`config.mk`:
```
export PLATFORM = sky130hd
export DESIGN_NAME = uartm_frame_dec_flat
export DESIGN_NICKNAME = d
export VERILOG_FILES = /design/src/rtl/uartm_frame_dec_if.sv /design/src/rtl/uartm_frame_dec.sv /design/src/flat_wrapper.sv
export SDC_FILE = /design/constraint.sdc
export NUM_CORES = 1
export LEC_CHECK = 0
export ABC_AREA = 1
export ABC_CLOCK_PERIOD_IN_PS = 2250
export BUFFER_PORTS_ARGS = -buffer_cell sky130_fd_sc_hd__buf_4
export CORE_ASPECT_RATIO = 0.9
export CORE_UTILIZATION = 45
export CTS_CLUSTER_DIAMETER = 30
export CTS_CLUSTER_SIZE = 16
export DETAILED_ROUTE_END_ITERATION = 8
export MAX_ROUTING_LAYER = met4
export PLACE_DENSITY = 0.67
export SKIP_LAST_GASP = 1
export SYNTH_ARGS = -nofsm -noshare
export SYNTH_HDL_FRONTEND = slang
export SYNTH_SLANG_ARGS = --single-unit
```
`constraint.sdc`:
```
create_clock -name hclk -period 2.25 [get_ports hclk]
set_input_delay 0.45 -clock hclk [delete_from_list [all_inputs] [get_ports hclk]]
set_output_delay 0.45 -clock hclk [all_outputs]
set_load 0.02 [all_outputs]
```
`src/rtl/uartm_frame_dec_if.sv`:
```
// Byte-in / command-out bundle between the UART deserialiser, the frame decoder
// and the AHB master sequencer.
interface uartm_frame_dec_if #(parameter int TO_W = 32);
  logic            rx_byte_vld;
  logic [7:0]      rx_byte;
  logic [TO_W-1:0] timeout_cyc;
  logic            cmd_vld;
  logic            cmd_rdy;
  logic            cmd_write;
  logic [31:0]     cmd_addr;
  logic [31:0]     cmd_wdata;
  logic            busy;
  logic            err_preamble;
  logic            err_timeout;
  logic            err_overrun;

  modport master (
    input  rx_byte_vld, rx_byte, timeout_cyc, cmd_rdy,
    output cmd_vld, cmd_write, cmd_addr, cmd_wdata, busy,
           err_preamble, err_timeout, err_overrun
  );

  modport slave (
    output rx_byte_vld, rx_byte, timeout_cyc, cmd_rdy,
    input  cmd_vld, cmd_write, cmd_addr, cmd_wdata, busy,
           err_preamble, err_timeout, err_overrun
  );
endinterface

```
`src/rtl/uartm_frame_dec.sv`:
```
// UART debug-master frame decoder: preamble + LE 32-bit address (+ LE 32-bit wdata)
// assembled into one valid/ready command, with inter-byte timeout and error pulses.
module uartm_frame_dec #(
  parameter logic [7:0] RD_PREAMBLE = 8'h4D,
  parameter logic [7:0] WR_PREAMBLE = 8'h34,
  parameter int         TO_W        = 32
) (
  input logic              hclk,
  input logic              hreset,
  uartm_frame_dec_if.master bus
);
  typedef enum logic [1:0] {IDLE, ADDR, DATA, CMD} state_e;

  localparam logic [TO_W-1:0] TO_ONE = {{(TO_W-1){1'b0}}, 1'b1};

  state_e          state_q, state_d;
  logic [1:0]      cnt_q, cnt_d;
  logic [TO_W-1:0] to_q, to_d;
  logic            write_q, write_d;
  logic [31:0]     addr_q, addr_d;
  logic [31:0]     wdata_q, wdata_d;
  logic            epre_q, epre_d;
  logic            eto_q, eto_d;
  logic            eovr_q, eovr_d;
  logic            take_idle;
  logic            expire;

  assign expire = (bus.timeout_cyc != '0) && (to_q == bus.timeout_cyc);

  always_comb begin
    state_d   = state_q;
    cnt_d     = cnt_q;
    to_d      = to_q;
    write_d   = write_q;
    addr_d    = addr_q;
    wdata_d   = wdata_q;
    epre_d    = 1'b0;
    eto_d     = 1'b0;
    eovr_d    = 1'b0;
    take_idle = 1'b0;
    case (state_q)
      IDLE: take_idle = bus.rx_byte_vld;
      ADDR, DATA: begin
        if (bus.rx_byte_vld) begin
          if (state_q == ADDR) addr_d[{cnt_q, 3'b000} +: 8]  = bus.rx_byte;
          else                 wdata_d[{cnt_q, 3'b000} +: 8] = bus.rx_byte;
          cnt_d = cnt_q + 2'd1;
          to_d  = '0;
          // cnt wraps to 0 after byte 3, which also clears it for the data phase
          if (cnt_q == 2'd3)
            state_d = (state_q == ADDR && write_q) ? DATA : CMD;
        end else if (expire) begin
          state_d = IDLE;
          eto_d   = 1'b1;
        end else begin
          to_d = to_q + TO_ONE;
        end
      end
      CMD: begin
        if (bus.cmd_rdy) begin
          state_d   = IDLE;
          take_idle = bus.rx_byte_vld;
        end else if (bus.rx_byte_vld) begin
          eovr_d = 1'b1;
        end
      end
      default: state_d = IDLE;
    endcase
    if (take_idle) begin
      if (bus.rx_byte == RD_PREAMBLE) begin
        state_d = ADDR;
        write_d = 1'b0;
        wdata_d = '0;
        cnt_d   = '0;
        to_d    = '0;
      end else if (bus.rx_byte == WR_PREAMBLE) begin
        state_d = ADDR;
        write_d = 1'b1;
        cnt_d   = '0;
        to_d    = '0;
      end else begin
        epre_d = 1'b1;
      end
    end
  end

  always_ff @(posedge hclk) begin
    if (hreset) begin
      state_q <= IDLE;
      cnt_q   <= '0;
      to_q    <= '0;
      write_q <= 1'b0;
      addr_q  <= '0;
      wdata_q <= '0;
      epre_q  <= 1'b0;
      eto_q   <= 1'b0;
      eovr_q  <= 1'b0;
    end else begin
      state_q <= state_d;
      cnt_q   <= cnt_d;
      to_q    <= to_d;
      write_q <= write_d;
      addr_q  <= addr_d;
      wdata_q <= wdata_d;
      epre_q  <= epre_d;
      eto_q   <= eto_d;
      eovr_q  <= eovr_d;
    end
  end

  assign bus.cmd_vld      = (state_q == CMD);
  assign bus.cmd_write    = write_q;
  assign bus.cmd_addr     = addr_q;
  assign bus.cmd_wdata    = wdata_q;
  assign bus.busy         = (state_q != IDLE);
  assign bus.err_preamble = epre_q;
  assign bus.err_timeout  = eto_q;
  assign bus.err_overrun  = eovr_q;
endmodule

```
`src/flat_wrapper.sv`:
```
// flat-port wrapper written by rule: the top's interface ports become plain ports
module uartm_frame_dec_flat 
#(
  parameter logic [7:0] RD_PREAMBLE = 8'h4D,
  parameter logic [7:0] WR_PREAMBLE = 8'h34,
  parameter int         TO_W        = 32
)
  (hclk, hreset, bus_rx_byte_vld, bus_rx_byte, bus_timeout_cyc, bus_cmd_rdy, bus_cmd_vld, bus_cmd_write, bus_cmd_addr, bus_cmd_wdata, bus_busy, bus_err_preamble, bus_err_timeout, bus_err_overrun);
  uartm_frame_dec_if #(.TO_W(TO_W)) bus_i ();
  input logic hclk;
  input logic hreset;
  input wire logic [$bits(bus_i.rx_byte_vld)-1:0] bus_rx_byte_vld;
  input wire logic [$bits(bus_i.rx_byte)-1:0] bus_rx_byte;
  input wire logic [$bits(bus_i.timeout_cyc)-1:0] bus_timeout_cyc;
  input wire logic [$bits(bus_i.cmd_rdy)-1:0] bus_cmd_rdy;
  output wire logic [$bits(bus_i.cmd_vld)-1:0] bus_cmd_vld;
  output wire logic [$bits(bus_i.cmd_write)-1:0] bus_cmd_write;
  output wire logic [$bits(bus_i.cmd_addr)-1:0] bus_cmd_addr;
  output wire logic [$bits(bus_i.cmd_wdata)-1:0] bus_cmd_wdata;
  output wire logic [$bits(bus_i.busy)-1:0] bus_busy;
  output wire logic [$bits(bus_i.err_preamble)-1:0] bus_err_preamble;
  output wire logic [$bits(bus_i.err_timeout)-1:0] bus_err_timeout;
  output wire logic [$bits(bus_i.err_overrun)-1:0] bus_err_overrun;
  assign bus_i.rx_byte_vld = bus_rx_byte_vld;
  assign bus_i.rx_byte = bus_rx_byte;
  assign bus_i.timeout_cyc = bus_timeout_cyc;
  assign bus_i.cmd_rdy = bus_cmd_rdy;
  assign bus_cmd_vld = bus_i.cmd_vld;
  assign bus_cmd_write = bus_i.cmd_write;
  assign bus_cmd_addr = bus_i.cmd_addr;
  assign bus_cmd_wdata = bus_i.cmd_wdata;
  assign bus_busy = bus_i.busy;
  assign bus_err_preamble = bus_i.err_preamble;
  assign bus_err_timeout = bus_i.err_timeout;
  assign bus_err_overrun = bus_i.err_overrun;
  uartm_frame_dec #(.RD_PREAMBLE(RD_PREAMBLE), .WR_PREAMBLE(WR_PREAMBLE), .TO_W(TO_W)) u_core (.hclk(hclk), .hreset(hreset), .bus(bus_i));
endmodule
```
==> results.py <==
metrics = {
    "yosys": {
        "async_flop_share_pct": 0,
        "syn-instance-count": 911,
        "syn_area_sq_mm": 0.005897,
        "syn_avg_cell_area_sq_um": 6.473,
        "synthDistinctLibCells": 36,
        "ys_ff_latch": 104,
        "synth_nets": 966,
        "synth-edff-count": 0,
        "yosysWarnings": 0,
        "synth_top_area_share_pct": 35.31,
        "synth_top_cells_by_area": "dfxtp_1 35%, nand2_1 14%, nor2_1 9.5%",
        "yosysSeqAreaShare_pct": 35.31,
        "ys.flop_type": "dfxtp_1",
        "synth_common_cells": "219 x nand2_1, 149 x nor2_1, 106 x inv_1, 104 x dfxtp_1, 48 x a21oi_1",
        "yosys.area.top_type": "dfxtp_1",
        "yosysMostFrequentCell": "nand2_1",
    },
    "global_routing": {
        "first_global_vias": 5505,
        "antenna_found_initial": 0,
        "grt_max_degree": 34,
        "grt_pass1_wl_um": 27430,
        "gr-total-overflow": 0,
        "grt_usage_pct": 26.77,
    },
    "worst_setup_path": {
        "r2r_slack_ns": 0.12,
        "path_class": "register to register",
        "start_kind": "register",
        "cp-end-kind": "register",
        "critPathMaxFanout": 28,
        "cp.required_ns": 2.55,
        "arrival_ns": 2.43,
    },
    "drt": {
        "drtIter0Drc": 592,
        "drc_errors": 0,
        "routedWlPerCell_um": 14.14,
        "vias": 6104,
        "wirelength_um": 17190,
        "vias_per_cell": 5.020,
        "antenna_left": 0,
        "dr.pass1.iters": 6,
    },
    "timing": {
        "period_needed_ns": 2.132,
        "hold_slack_ns": 0.3277,
        "hold_viol_final": 0,
        "setup_viol": 0,
        "skew_ns": 0.006324,
        "max_freq_ghz": 0.4690,
        "finalCritPeriodShare_pct": 94.77,
        "setup_ws_ns": 0.1176,
        "tightestPinTransition_ns": 0.6768,
        "rsz0062_at_grt": "yes",
        "slew_viol_final": 0,
        "slew_headroom_pct": 54.83,
    },
    "place": {
        "dpl-instance-area_sq_mm": 0.007108,
        "portBuffers": 113,
        "dp.cells": 1199,
        "place_congestion": 0.9313,
        "place_ws_ns": -0.2851,
        "hpwl_um": 13010,
    },
    "power_and_ir_drop": {
        "power.density_mw_per_mm2": 522.7,
        "power_mw": 3.897,
        "vdd_drop_max_mv": 0.4381,
        "p_leak_nw": 3.272,
    },
    "clock_network": {
        "clk_pin_slew_ns": 0.08,
        "cts_tree": "yes",
        "clock_tree.buffer_depth": 2,
        "clk_latency_ns": 0.36,
        "cts-htree-levels": 3,
        "holdBufCountCts": 0,
        "clock_sinks": 104,
        "cts-root-buf": "clkbuf_16",
        "numCtsBuffers": 9,
    },
    "finish": {
        "stdcell_area_sq_mm": 0.007457,
        "nets": 1102,
        "drive_gt1_share_pct": 20.63,
        "antenna_cells": 0,
        "final_cells": 1216,
        "syn_to_final_growth_pct": 26.46,
    },
    "run": {
        "maxCapViolations": 0,
    },
    "min_path": {
        "hold_path.class": "input pin to register",
    },
    "outcome": {
        "status": "complete, no violations",
    },
    "floorplanning": {
        "fp.dieW_um": 122.7,
        "core-area_sq_mm": 0.01274,
        "io_pins": 114,
        "die-height_um": 110.6,
        "initial_core_util_pct": 46.30,
        "rows": 39,
        "die-area_sq_mm": 0.01357,
    },
}
-- per-layer routing --
layer / up-vias / share of wire (%) / GRT usage [%]
met3: 17 / 7.5 / 6.405
met1: 2709 / 50 / 39.15
li1: 3172 / - / -
met2: 206 / 41 / 36.74
met5: - / 0 / -
met4: 0 / 1.2 / 6.016
-- final timing paths --
| path | start | to | depth (start not counted) |
|---|---|---|---|
| worst max-delay path | u_core.state_q[0] | u_core.to_q[22] | 10 |
| worst min-delay path | bus_rx_byte_vld | u_core.bus.err_timeout | 2 |
| worst min register to register | u_core.bus.cmd_wdata[6] | u_core.bus.cmd_wdata[6] | 2 |
| worst max register to register | u_core.state_q[0] | u_core.to_q[22] | 10 |
-- layout make-up --
| class | instances | area, sq um |
|---|---|---|
| Clock inverter | 7 | 108.9 |
| Sequential cell | 104 | 2083 |
| Inverter | 126 | 473.0 |
| Fill cell | 1223 | 5279 |
| Clock buffer | 9 | 225.2 |
| Tap cell | 164 | 205.2 |
| Multi-Input combinational cell | 652 | 3206 |
| Timing Repair Buffer | 154 | 1156 |
-- registers in the layout, summed over array words and instances (netlist names) --
signal                   cells
u_core.to_q                 32
u_core.bus.cmd_write         1
u_core.bus.err_timeout       1
u_core.bus.cmd_wdata        32
u_core.bus.cmd_addr         32
u_core.bus.err_preamble      1
u_core.state_q               2
u_core.bus.err_overrun       1
u_core.cnt_q                 2
-- critical path, cell delays in order, from the launching register on --
cell	delay, ns
dfxtp_1	0.37
inv_1	0.08
ha_1	0.34
buf_4	0.34
inv_1	0.13
buf_4	0.18
nor3b_2	0.25
nand3_1	0.13
nand2_1	0.09
nand2_1	0.05
nor2_1	0.11
-- cell usage in the layout (no fill, tap or decap), drive strengths merged --
cell	instances
a211oi	17
a21oi	49
a22oi	1
and2	1
buf	154
bufinv	2
clkbuf	9
clkinv	6
dfxtp	104
ha	11
inv	125
nand2	223
nand3	41
nand3b	4
nand4	21
nor2	161
nor3	45
nor3b	1
nor4	6
o21ai	45
o21bai	2
o31ai	1
xnor2	13
xor2	10
-- cell families (layout without fill, tap and decap cells) --
kind of cell	count (synthesis)	after routing	synth area share (%)
adder cells (fa/ha/maj)	11	11	2.334
buffers and inverters	156	296	10.57
AND/OR/NAND/NOR	502	503	37.43
XOR/XNOR	23	23	3.416
AO/OA/AOI/OAI	115	115	10.95
flip-flops	104	104	35.31
-- metrics by stage --
step,TNS (ns),utilization [%]
2_1_floorplan,0,-
5_1_grt,-0.03159,58.55
6_report,0,58.55
4_1_cts,0,58.47
3_5_place_dp,-1.432,55.81
3_3_place_gp,-0.7746,55.81
-- repair_timing --
action | in CTS | in global routing
setup endpoints to repair | 9 | 6
resized for setup | 1 | 2
gates cloned | 0 | 1
buffers inserted | 0 | 0
pin swaps | 0 | 1
-- report_power, final --
group	leakage (nW)	internal [mW]	total [mW]	switching, mW
clock	0.164	1.00	1.77	0.770
sequential	0.838	1.84	1.84	0.000901
combinational	2.27	0.121	0.284	0.163
total	3.27	2.96	3.90	0.934
No activity file was read; power rests on OpenSTA's default activity.
